--- config.mk ---
export PLATFORM = sky130hd
export DESIGN_NAME = block_ctrl_unit_flat
export DESIGN_NICKNAME = d
export VERILOG_FILES = /design/src/rtl/ctrl_pkg.sv /design/src/rtl/block_ctrl_unit_if.sv /design/src/rtl/lsb_finder.sv /design/src/rtl/block_ctrl_unit.sv /design/src/flat_wrapper.sv
export SDC_FILE = /design/constraint.sdc
export NUM_CORES = 1
export LEC_CHECK = 0
export ABC_CLOCK_PERIOD_IN_PS = 3100
export CAP_MARGIN = 15
export CORE_ASPECT_RATIO = 1.25
export CORE_UTILIZATION = 30
export DETAILED_ROUTE_END_ITERATION = 16
export GPL_TIMING_DRIVEN = 0
export SYNTH_ARGS = -nofsm -noshare
export SYNTH_HDL_FRONTEND = slang
export SYNTH_SLANG_ARGS = --single-unit
--- constraint.sdc ---
create_clock -name clk -period 3.1 [get_ports clk]
set_clock_uncertainty 0.2 [all_clocks]
set_input_delay 0.31 -clock clk [delete_from_list [all_inputs] [get_ports clk]]
set_output_delay 0.31 -clock clk [all_outputs]
set_load 0.1 [all_outputs]
--- src/rtl/ctrl_pkg.sv ---
// Shared decode constants, control-slice payload and decode helpers for the ID/EX control unit.
package ctrl_pkg;

    localparam int unsigned EXE_W = 4;

    localparam logic [1:0] MODE_ARITH  = 2'b00;
    localparam logic [1:0] MODE_MEM    = 2'b01;
    localparam logic [1:0] MODE_BRANCH = 2'b10;
    localparam logic [1:0] MODE_BLOCK  = 2'b11;

    localparam logic [3:0] OP_MOV = 4'b1101;
    localparam logic [3:0] OP_MVN = 4'b1111;
    localparam logic [3:0] OP_ADD = 4'b0100;
    localparam logic [3:0] OP_ADC = 4'b0101;
    localparam logic [3:0] OP_SUB = 4'b0010;
    localparam logic [3:0] OP_SBC = 4'b0110;
    localparam logic [3:0] OP_AND = 4'b0000;
    localparam logic [3:0] OP_ORR = 4'b1100;
    localparam logic [3:0] OP_EOR = 4'b0001;
    localparam logic [3:0] OP_CMP = 4'b1010;
    localparam logic [3:0] OP_TST = 4'b1000;

    localparam logic [EXE_W-1:0] MOV_EXE = 4'b0001;
    localparam logic [EXE_W-1:0] MVN_EXE = 4'b1001;
    localparam logic [EXE_W-1:0] ADD_EXE = 4'b0010;
    localparam logic [EXE_W-1:0] ADC_EXE = 4'b0011;
    localparam logic [EXE_W-1:0] SUB_EXE = 4'b0100;
    localparam logic [EXE_W-1:0] SBC_EXE = 4'b0101;
    localparam logic [EXE_W-1:0] AND_EXE = 4'b0110;
    localparam logic [EXE_W-1:0] ORR_EXE = 4'b0111;
    localparam logic [EXE_W-1:0] EOR_EXE = 4'b1000;
    localparam logic [EXE_W-1:0] CMP_EXE = 4'b0100;
    localparam logic [EXE_W-1:0] TST_EXE = 4'b0110;
    localparam logic [EXE_W-1:0] LDR_EXE = 4'b0010;
    localparam logic [EXE_W-1:0] STR_EXE = 4'b0010;

    localparam logic S_LDR = 1'b1;
    localparam logic S_STR = 1'b0;

    typedef enum logic {ST_IDLE, ST_BLOCK} state_t;

    typedef struct packed {
        logic [EXE_W-1:0] exe_cmd;
        logic             mem_read;
        logic             mem_write;
        logic             wb_enable;
        logic             branch_taken;
        logic             status_write_enable;
        logic             valid;
        logic             last_beat;
    } ctrl_t;

    // Data-processing decode; unlisted opcodes come back as an all-zero bubble.
    function automatic ctrl_t decode_arith(input logic [3:0] opcode, input logic s);
        ctrl_t c;
        c                     = '0;
        c.valid               = 1'b1;
        c.wb_enable           = 1'b1;
        c.status_write_enable = s;
        case (opcode)
            OP_MOV: c.exe_cmd = MOV_EXE;
            OP_MVN: c.exe_cmd = MVN_EXE;
            OP_ADD: c.exe_cmd = ADD_EXE;
            OP_ADC: c.exe_cmd = ADC_EXE;
            OP_SUB: c.exe_cmd = SUB_EXE;
            OP_SBC: c.exe_cmd = SBC_EXE;
            OP_AND: c.exe_cmd = AND_EXE;
            OP_ORR: c.exe_cmd = ORR_EXE;
            OP_EOR: c.exe_cmd = EOR_EXE;
            OP_CMP: begin
                c.exe_cmd             = CMP_EXE;
                c.wb_enable           = 1'b0;
                c.status_write_enable = 1'b1;
            end
            OP_TST: begin
                c.exe_cmd             = TST_EXE;
                c.wb_enable           = 1'b0;
                c.status_write_enable = 1'b1;
            end
            default: c = '0;
        endcase
        return c;
    endfunction

    // One load/store beat; single memory ops and block beats share this shape.
    function automatic ctrl_t mem_beat(input logic s, input logic last);
        ctrl_t c;
        c           = '0;
        c.valid     = 1'b1;
        c.exe_cmd   = (s == S_LDR) ? LDR_EXE : STR_EXE;
        c.mem_read  = (s == S_LDR);
        c.mem_write = (s == S_STR);
        c.wb_enable = (s == S_LDR);
        c.last_beat = last;
        return c;
    endfunction

endpackage

--- src/rtl/block_ctrl_unit_if.sv ---
// Decode-side inputs and ID/EX control-slice outputs of block_ctrl_unit.
interface block_ctrl_unit_if #(
    parameter int unsigned MAX_BEATS = 16,
    parameter int unsigned EXE_CMD_W = 4
);
    localparam int unsigned BEAT_W = $clog2(MAX_BEATS);

    logic                 instr_valid;
    logic [1:0]           mode;
    logic [3:0]           opcode;
    logic                 s;
    logic                 cond_pass;
    logic [MAX_BEATS-1:0] reg_list;
    logic                 hazard;
    logic                 flush;

    logic [EXE_CMD_W-1:0] exe_cmd;
    logic                 mem_read;
    logic                 mem_write;
    logic                 wb_enable;
    logic                 branch_taken;
    logic                 status_write_enable;
    logic                 valid_out;
    logic [BEAT_W-1:0]    beat_reg;
    logic [BEAT_W+1:0]    beat_offset;
    logic                 last_beat;
    logic                 stall_out;

    modport master (
        output instr_valid, mode, opcode, s, cond_pass, reg_list, hazard, flush,
        input  exe_cmd, mem_read, mem_write, wb_enable, branch_taken, status_write_enable,
        input  valid_out, beat_reg, beat_offset, last_beat, stall_out
    );

    modport slave (
        input  instr_valid, mode, opcode, s, cond_pass, reg_list, hazard, flush,
        output exe_cmd, mem_read, mem_write, wb_enable, branch_taken, status_write_enable,
        output valid_out, beat_reg, beat_offset, last_beat, stall_out
    );
endinterface

--- src/rtl/lsb_finder.sv ---
// Lowest-set-bit encoder with "any bit" and "more than one bit" flags.
module lsb_finder #(
    parameter int unsigned W  = 16,
    parameter int unsigned IW = $clog2(W)
) (
    input  logic [W-1:0]  vec,
    output logic [IW-1:0] idx_c,
    output logic          found_c,
    output logic          multi_c
);

    // Scan high to low so the last hit wins and leaves the lowest index.
    always_comb begin
        idx_c = '0;
        for (int i = W - 1; i >= 0; i--) begin
            if (vec[i]) idx_c = IW'(i);
        end
    end

    assign found_c = |vec;
    assign multi_c = |(vec & (vec - W'(1)));

endmodule

--- src/rtl/block_ctrl_unit.sv ---
// Registered ID/EX control decode with squash/bubble/flush and LDM/STM beat sequencing.
module block_ctrl_unit
    import ctrl_pkg::*;
#(
    parameter int unsigned MAX_BEATS = 16,
    parameter int unsigned EXE_CMD_W = 4
) (
    input  logic              clk,
    input  logic              rst,
    block_ctrl_unit_if.slave  bus
);

    localparam int unsigned BEAT_W = $clog2(MAX_BEATS);

    state_t               state, state_n;
    logic [MAX_BEATS-1:0] remaining, remaining_n;
    logic                 blk_s, blk_s_n;
    logic [BEAT_W-1:0]    beat_cnt, beat_cnt_n;

    ctrl_t                slice_q, slice_n;
    logic [BEAT_W-1:0]    beat_reg_q, beat_reg_n;
    logic [BEAT_W+1:0]    beat_off_q, beat_off_n;
    logic                 stall;

    logic [MAX_BEATS-1:0] fin_vec;
    logic [BEAT_W-1:0]    fin_idx;
    logic                 fin_found;
    logic                 fin_multi;
    logic                 accept;

    // In BLOCK the latched list drives beat selection; in IDLE the incoming list does.
    assign fin_vec = (state == ST_BLOCK) ? remaining : bus.reg_list;
    assign accept  = bus.instr_valid & bus.cond_pass & ~bus.hazard & ~bus.flush;

    lsb_finder #(.W(MAX_BEATS), .IW(BEAT_W)) u_lsb (
        .vec     (fin_vec),
        .idx_c   (fin_idx),
        .found_c (fin_found),
        .multi_c (fin_multi)
    );

    always_comb begin
        state_n     = state;
        remaining_n = remaining;
        blk_s_n     = blk_s;
        beat_cnt_n  = beat_cnt;
        slice_n     = '0;
        beat_reg_n  = '0;
        beat_off_n  = '0;
        stall       = 1'b0;
        case (state)
            ST_IDLE: begin
                if (accept) begin
                    case (bus.mode)
                        MODE_ARITH: slice_n = decode_arith(bus.opcode, bus.s);
                        MODE_MEM:   slice_n = mem_beat(bus.s, 1'b1);
                        MODE_BRANCH: begin
                            slice_n.branch_taken = 1'b1;
                            slice_n.valid        = 1'b1;
                        end
                        MODE_BLOCK: begin
                            if (fin_found) begin
                                slice_n    = mem_beat(bus.s, ~fin_multi);
                                beat_reg_n = fin_idx;
                                if (fin_multi) begin
                                    stall       = 1'b1;
                                    state_n     = ST_BLOCK;
                                    remaining_n = bus.reg_list & ~(MAX_BEATS'(1) << fin_idx);
                                    blk_s_n     = bus.s;
                                    beat_cnt_n  = BEAT_W'(1);
                                end
                            end
                        end
                        default: ;
                    endcase
                end
            end
            ST_BLOCK: begin
                stall = fin_multi;
                if (bus.flush) begin
                    state_n     = ST_IDLE;
                    remaining_n = '0;
                    beat_cnt_n  = '0;
                end else if (!bus.hazard) begin
                    slice_n     = mem_beat(blk_s, ~fin_multi);
                    beat_reg_n  = fin_idx;
                    beat_off_n  = {beat_cnt, 2'b00};
                    remaining_n = remaining & ~(MAX_BEATS'(1) << fin_idx);
                    if (fin_multi) begin
                        beat_cnt_n = beat_cnt + BEAT_W'(1);
                    end else begin
                        beat_cnt_n = '0;
                        state_n    = ST_IDLE;
                    end
                end
            end
            default: state_n = ST_IDLE;
        endcase
    end

    always_ff @(posedge clk) begin
        if (rst) begin
            state      <= ST_IDLE;
            remaining  <= '0;
            blk_s      <= 1'b0;
            beat_cnt   <= '0;
            slice_q    <= '0;
            beat_reg_q <= '0;
            beat_off_q <= '0;
        end else begin
            state      <= state_n;
            remaining  <= remaining_n;
            blk_s      <= blk_s_n;
            beat_cnt   <= beat_cnt_n;
            slice_q    <= slice_n;
            beat_reg_q <= beat_reg_n;
            beat_off_q <= beat_off_n;
        end
    end

    assign bus.exe_cmd             = EXE_CMD_W'(slice_q.exe_cmd);
    assign bus.mem_read            = slice_q.mem_read;
    assign bus.mem_write           = slice_q.mem_write;
    assign bus.wb_enable           = slice_q.wb_enable;
    assign bus.branch_taken        = slice_q.branch_taken;
    assign bus.status_write_enable = slice_q.status_write_enable;
    assign bus.valid_out           = slice_q.valid;
    assign bus.last_beat           = slice_q.last_beat;
    assign bus.beat_reg            = beat_reg_q;
    assign bus.beat_offset         = beat_off_q;
    assign bus.stall_out           = stall;

endmodule

--- src/flat_wrapper.sv ---
// flat-port wrapper written by rule: the top's interface ports become plain ports
module block_ctrl_unit_flat import ctrl_pkg::*;
#(
    parameter int unsigned MAX_BEATS = 16,
    parameter int unsigned EXE_CMD_W = 4
)
  (clk, rst, bus_instr_valid, bus_mode, bus_opcode, bus_s, bus_cond_pass, bus_reg_list, bus_hazard, bus_flush, bus_exe_cmd, bus_mem_read, bus_mem_write, bus_wb_enable, bus_branch_taken, bus_status_write_enable, bus_valid_out, bus_beat_reg, bus_beat_offset, bus_last_beat, bus_stall_out);
  block_ctrl_unit_if #(.MAX_BEATS(MAX_BEATS), .EXE_CMD_W(EXE_CMD_W)) bus_i ();
  input  logic clk;
  input  logic rst;
  input wire logic [$bits(bus_i.instr_valid)-1:0] bus_instr_valid;
  input wire logic [$bits(bus_i.mode)-1:0] bus_mode;
  input wire logic [$bits(bus_i.opcode)-1:0] bus_opcode;
  input wire logic [$bits(bus_i.s)-1:0] bus_s;
  input wire logic [$bits(bus_i.cond_pass)-1:0] bus_cond_pass;
  input wire logic [$bits(bus_i.reg_list)-1:0] bus_reg_list;
  input wire logic [$bits(bus_i.hazard)-1:0] bus_hazard;
  input wire logic [$bits(bus_i.flush)-1:0] bus_flush;
  output wire logic [$bits(bus_i.exe_cmd)-1:0] bus_exe_cmd;
  output wire logic [$bits(bus_i.mem_read)-1:0] bus_mem_read;
  output wire logic [$bits(bus_i.mem_write)-1:0] bus_mem_write;
  output wire logic [$bits(bus_i.wb_enable)-1:0] bus_wb_enable;
  output wire logic [$bits(bus_i.branch_taken)-1:0] bus_branch_taken;
  output wire logic [$bits(bus_i.status_write_enable)-1:0] bus_status_write_enable;
  output wire logic [$bits(bus_i.valid_out)-1:0] bus_valid_out;
  output wire logic [$bits(bus_i.beat_reg)-1:0] bus_beat_reg;
  output wire logic [$bits(bus_i.beat_offset)-1:0] bus_beat_offset;
  output wire logic [$bits(bus_i.last_beat)-1:0] bus_last_beat;
  output wire logic [$bits(bus_i.stall_out)-1:0] bus_stall_out;
  assign bus_i.instr_valid = bus_instr_valid;
  assign bus_i.mode = bus_mode;
  assign bus_i.opcode = bus_opcode;
  assign bus_i.s = bus_s;
  assign bus_i.cond_pass = bus_cond_pass;
  assign bus_i.reg_list = bus_reg_list;
  assign bus_i.hazard = bus_hazard;
  assign bus_i.flush = bus_flush;
  assign bus_exe_cmd = bus_i.exe_cmd;
  assign bus_mem_read = bus_i.mem_read;
  assign bus_mem_write = bus_i.mem_write;
  assign bus_wb_enable = bus_i.wb_enable;
  assign bus_branch_taken = bus_i.branch_taken;
  assign bus_status_write_enable = bus_i.status_write_enable;
  assign bus_valid_out = bus_i.valid_out;
  assign bus_beat_reg = bus_i.beat_reg;
  assign bus_beat_offset = bus_i.beat_offset;
  assign bus_last_beat = bus_i.last_beat;
  assign bus_stall_out = bus_i.stall_out;
  block_ctrl_unit #(.MAX_BEATS(MAX_BEATS), .EXE_CMD_W(EXE_CMD_W)) u_core (.clk(clk), .rst(rst), .bus(bus_i));
endmodule
## Word level (Yosys, flattened, before mapping)

Cells that the tools add are included.

- Bits in registers: 43
- Latch bits: 0
- Bits in writable memories: 0
- Bits in read-only memories: 0
- Bits of input ports: 29
- Word-level logic and storage cells: 124
- Memories kept: 0

- Add/subtract/negate cells: 2
- Multiply operators: 0
- Div/mod/pow operators: 0
- Order comparisons: 0
- Equality and inequality tests: 18
- Shift operators: 1
- Muxes and demuxes: 60
- Bitwise operators: 13
- Reductions and logical operators: 15

Operators by type and width:

| operator | number |
|---|---|
| two-way mux 16 bit | 7 |
| two-way mux 4 bit | 28 |
| AND 16 bit | 3 |
| case mux 4 bit (9 select lines) | 1 |
| case mux 16 bit (2 select lines) | 1 |
| OR reduction 16 bit | 2 |
| two-way mux 11 bit | 2 |
| case mux 11 bit (2 select lines) | 1 |
| case mux 7 bit (3 select lines) | 1 |
| == test 4 bit, second input constant | 5 |
| two-way mux 9 bit | 2 |
| NOT 16 bit | 1 |
| case mux 4 bit (2 select lines) | 2 |
| << shifter 1 x 4 -> 16 bit, first input constant | 1 |
| subtractor 16 x 1 -> 16 bit, second input constant | 1 |
| == test 4 x 3 -> 1 bit, second input constant | 3 |
| OR reduction 11 bit | 1 |
| AND reduction 5 bit | 2 |
| OR reduction 2 bit | 5 |
| case mux 1 bit (3 select lines) | 3 |
| OR reduction 9 bit | 1 |
| case mux 1 bit (2 select lines) | 4 |
| two-way mux 1 bit | 7 |
| inequality test 2 x 1 -> 1 bit, second input constant | 3 |
| other kinds (14) | 22 |

## Logic depth before layout (Yosys ltp)

- Depth in word-level cells: 25
- Mapped depth: 11
- Depth with buffers taken out: 7

## By module

From an unflattened synthesis, not the netlist that was laid out.

- Cells, all modules: 296
- Area total of the unflattened synthesis: 2474.9 µm²

By module, submodules not included:

| module | instances | cells each | area each (µm²) |
|---|---|---|---|
| block_ctrl_unit | 1 | 243 | 2152.1 |
| lsb_finder | 1 | 53 | 322.8 |

## Worst setup path after synthesis

OpenSTA, ideal clock, no wires.

- Path type: reg-to-output
- From: register u_core.state
- To: output port bus_stall_out
- Arrival time: 3.756 ns
- Required time: 2.590 ns
- Slack: -1.166 ns
- Stages on the path, launching flop included: 8
- Path buffers: 1
- Path through: dfxtp_1 buf_6 nor3_2 or2_1 o311a_1 o211ai_1 nand2b_1 a21boi_0

- Word-level cells in the longest chain between the ends: 9
- Elaborated cells on any way between the ends: 11
- Classes of those cells: add/sub: 1; mux: 6; bitwise: 2; reduce/logical: 2

Ends and longest elaborated chain:

| item | RTL line | text |
|---|---|---|
| from (decl) | block_ctrl_unit.sv:15 | `state_t state, state_n;` |
| from (signal assigned) | block_ctrl_unit.sv:111 | `state <= state_n;` |
| two-way mux 16 bit | block_ctrl_unit.sv:32 | `assign fin_vec = (state == ST_BLOCK) ? remaining : bus.reg_list;` |
| subtractor 16 x 1 -> 16 bit | lsb_finder.sv:21 | `assign multi_c = \|(vec & (vec - W'(1)));` |
| AND 16 bit | lsb_finder.sv:21 |  |
| OR reduction 16 bit | lsb_finder.sv:21 |  |
| two-way mux 1 bit | block_ctrl_unit.sv:65 | `if (fin_multi) begin` |
| two-way mux 1 bit | block_ctrl_unit.sv:62 | `if (fin_found) begin` |
| two-way mux 1 bit | block_ctrl_unit.sv:54 | `case (bus.mode)` |
| two-way mux 1 bit | block_ctrl_unit.sv:53 | `if (accept) begin` |
| case mux 1 bit (2 select lines) (*) | block_ctrl_unit.sv:51 | `case (state)` |
| to (decl) | flat_wrapper.sv:29 | `output wire logic [$bits(bus_i.stall_out)-1:0] bus_stall_out;` |

Mark *: on every way between the ends. The rest lies on a longest branch, timed or not.

## Final worst setup path

- From: input port bus_reg_list[9]
- To: output port bus_stall_out

- Word-level cells in the longest chain between the ends: 9
- Elaborated cells on any way between the ends: 10
- Classes of those cells: add/sub: 1; mux: 6; bitwise: 1; reduce/logical: 2

Ends and longest elaborated chain:

| item | RTL line | text |
|---|---|---|
| from (decl) | flat_wrapper.sv:16 | `input wire logic [$bits(bus_i.reg_list)-1:0] bus_reg_list;` |
| two-way mux 16 bit (*) | block_ctrl_unit.sv:32 |  |
| subtractor 16 x 1 -> 16 bit | lsb_finder.sv:21 |  |
| AND 16 bit | lsb_finder.sv:21 |  |
| OR reduction 16 bit | lsb_finder.sv:21 |  |
| two-way mux 1 bit | block_ctrl_unit.sv:65 |  |
| two-way mux 1 bit | block_ctrl_unit.sv:62 |  |
| two-way mux 1 bit | block_ctrl_unit.sv:54 |  |
| two-way mux 1 bit | block_ctrl_unit.sv:53 |  |
| case mux 1 bit (2 select lines) (*) | block_ctrl_unit.sv:51 |  |

Marked as above.

==> run_results.csv <==
group,metric,value,unit
finish,largest_reg_flops,16,
synthesis,synthCells,354,
global_routing,grt_pass1_wl,14.5,mm
synthesis,synth_area,2760,um2
sta,setup_ws,-1.34,ps
synthesis,yosysMostFrequentCell,"dfxtp_1",
route,drt_wl_total,9.11,mm
critical_path,critPathKind,"in -> out",
sta,slew_viol_final,0,
finish,diodes,0,
pwr,leakagePower,1.23,nW
critical_path,cp-end-kind,"output port",
global_routing,met2_usage,34.1,%
finish,syn_to_final_growth,27.9,%
pwr,ir_worst_vdd,133,uV
critical_path,crit_required,2590,ps
synthesis,synth_area_leaders,"dfxtp_1 30%, a21oi_1 6.2%, nand2_1 4.5%",
hold_path,hold_class,"in -> reg",
route,route.detailed.drc,0,
floorplan,die_x,87.8,um
floorplan,initial_core_util,31.4,%
cts,cts_made_buffers,5,
place,hpwl,6.86,mm
sta,rsz0062_at_grt,"true",
finish,nNetsFinal,440,
floorplan,coreArea,8800,um2
synthesis,synth_seq_cells,41,
pwr,powerDensity,342,nW/um2
global_routing,grt_pass1_vias,2782,
run_status,violations,"setup timing",
finish,drive_gt1_share,11.1,%
global_routing,use_met3,3.48,%
pwr,power,0.00121,W
global_routing,grt_max_degree,14,
synthesis,synth_edf_count,0,
route,vias,2970,
synthesis,netlist.area_leader.share,29.7,%
synthesis,syn_area_per_cell,7.80,um2
sta,relSlewSlack,35.6,%
floorplan,dieArea,9590,um2
cts,htreeDepth,2,
sta,tightestPinTransition,964,ps
cts,cts_hold_buf,0,
floorplan,die_height,109,um
synthesis,ys_top_cells_by_count,"41 x dfxtp_1, 34 x a21oi_1, 33 x nand2_1",
sta,finalSetupTns,-1.34,ps
job,max_cap_violations,0,
global_routing,antenna_found_initial,0,
critical_path,cp_max_fo,6,
cts,cts.sinks,41,
cts,cts_buffer_depth,2,
sta,period_needed,3100,ps
cts,cts_tree,"done",
synthesis,netlist-cell-type-count,65,
critical_path,r2r_slack,130,ps
route,wl_per_cell,17.3,um
route,drtAntennaViolNets,0,
route,firstDrtPassIters,5,
run_status,outcome,"finished, violations left",
floorplan,ios,51,
global_routing,grt_remaining_overflow,0,
global_routing,grtUsageTotal,19.9,%
sta,setup_viol,1,
route,initialDrtViolationCount,165,
route,via_per_inst,5.64,
cts,clkTransAtPathRegs,90,ps
synthesis,synthArstFlopShare,0,%
floorplan,num_rows,38,
place,io_buffers,43,
critical_path,critPathArrivalTime,2590,ps
sta,period_share,100,%
global_routing,grt_busiest_layer,"met2",
global_routing,gr-usage-met1,23.4,%
place,gp_congestion,0.936,
critical_path,startpoint_type,"input pin",
synthesis,yosysWarnings,0,
synthesis,synth_ff_type,"dfxtp_1",
synthesis,synth-seq-area-share,29.7,%
sta,max_freq,0.322,GHz
finish,regMostFlops,"u_core.remaining",
sta,hold_viol_final,0,
sta,whs,195,ps
synthesis,synth_top_area_cell,"dfxtp_1",
cts,root_buffer,"clkbuf_8",
cts,clk_latency,300,ps
==> routing by layer <==
metal / vias up / share of wire, % / wire [um]
li1: 1420 / - / -
met1: 1395 / 41 / 3770
met2: 132 / 49 / 4490
met3: 23 / 6.4 / 580
met4: 0 / 2.9 / 264
met5: - / 0 / 0
==> kinds of logic after synthesis <==
kind of cell | synth area share [%]
DFF | 29.7
muxes | 1.09
other | 0.136
and+or+nand+nor | 25.8
buffers and inverters | 6.35
AOI/OAI and AO/OA | 34.0
xor gates and xnor gates | 0.635
adders and majority gates | 2.27
==> layout make-up <==
cell class	instances	area, um2
sequential	41	822
multi-input combinational	277	1830
tap	120	150
fill	914	5270
buffer	21	116
clock inverter	2	37.5
inverter	16	60.1
clock buffer	6	82.6
timing repair buffer	44	437
==> placed cells by master, fill, tap and decap left out, types with 8 or more instances in the layout <==
cell	n
nor2_1	24
a211o_1	8
a21oi_1	34
o21ai_0	14
inv_1	16
nand2b_1	10
nand2_1	33
clkbuf_1	9
nor3_1	20
clkdlybuf4s50_1	40
dfxtp_1	40
==> power breakdown <==
part	total (W)	switching [W]	internal, W
logic	0.000214	0.000131	0.0000831
registers	0.000536	0.00000552	0.000530
clock network	0.000456	0.000194	0.000262
==> worst max-delay path, cell delays in order <==
cell	delay, ps
clkdlybuf4s50_1	620
nor3_1	120
o22ai_2	350
nor2_1	170
or3_1	460
nand2b_4	140
a21boi_2	190
buf_6	240
==> worst paths after layout <==
kind,cells past startpoint,endpoint,start
worst max-delay path,8,bus_stall_out,bus_reg_list[9]
worst min-delay path,2,u_core.bus.exe_cmd[2],bus_opcode[0]
worst max register to register,9,u_core.remaining[12],u_core.state
worst min register to register,1,u_core.bus.beat_offset[5],u_core.beat_cnt[3]
==> per-stage QoR <==
stage / utilization, % / cell area [um2] / setup WS [ps] / std cells
after floorplan: - / 2770 / 160 / 355
after global placement: 38.1 / 3350 / -1030 / 518
after detailed placement: 38.1 / 3350 / -1010 / 518
after CTS: 39.6 / 3490 / 17.2 / 527
after global routing: 40.1 / 3530 / -70.1 / 527
final: 40.1 / 3530 / -1.34 / 527
==> what timing repair did <==
| action | in CTS | in global routing |
|---|---|---|
| resized for setup | 12 | 10 |
| pin swaps | 1 | 1 |
| setup buffers | 1 | 0 |
| endpoints found under the hold margin | 0 | 0 |
| endpoints found under the setup margin | 1 | 14 |
No activity file was read; power rests on OpenSTA's default activity.
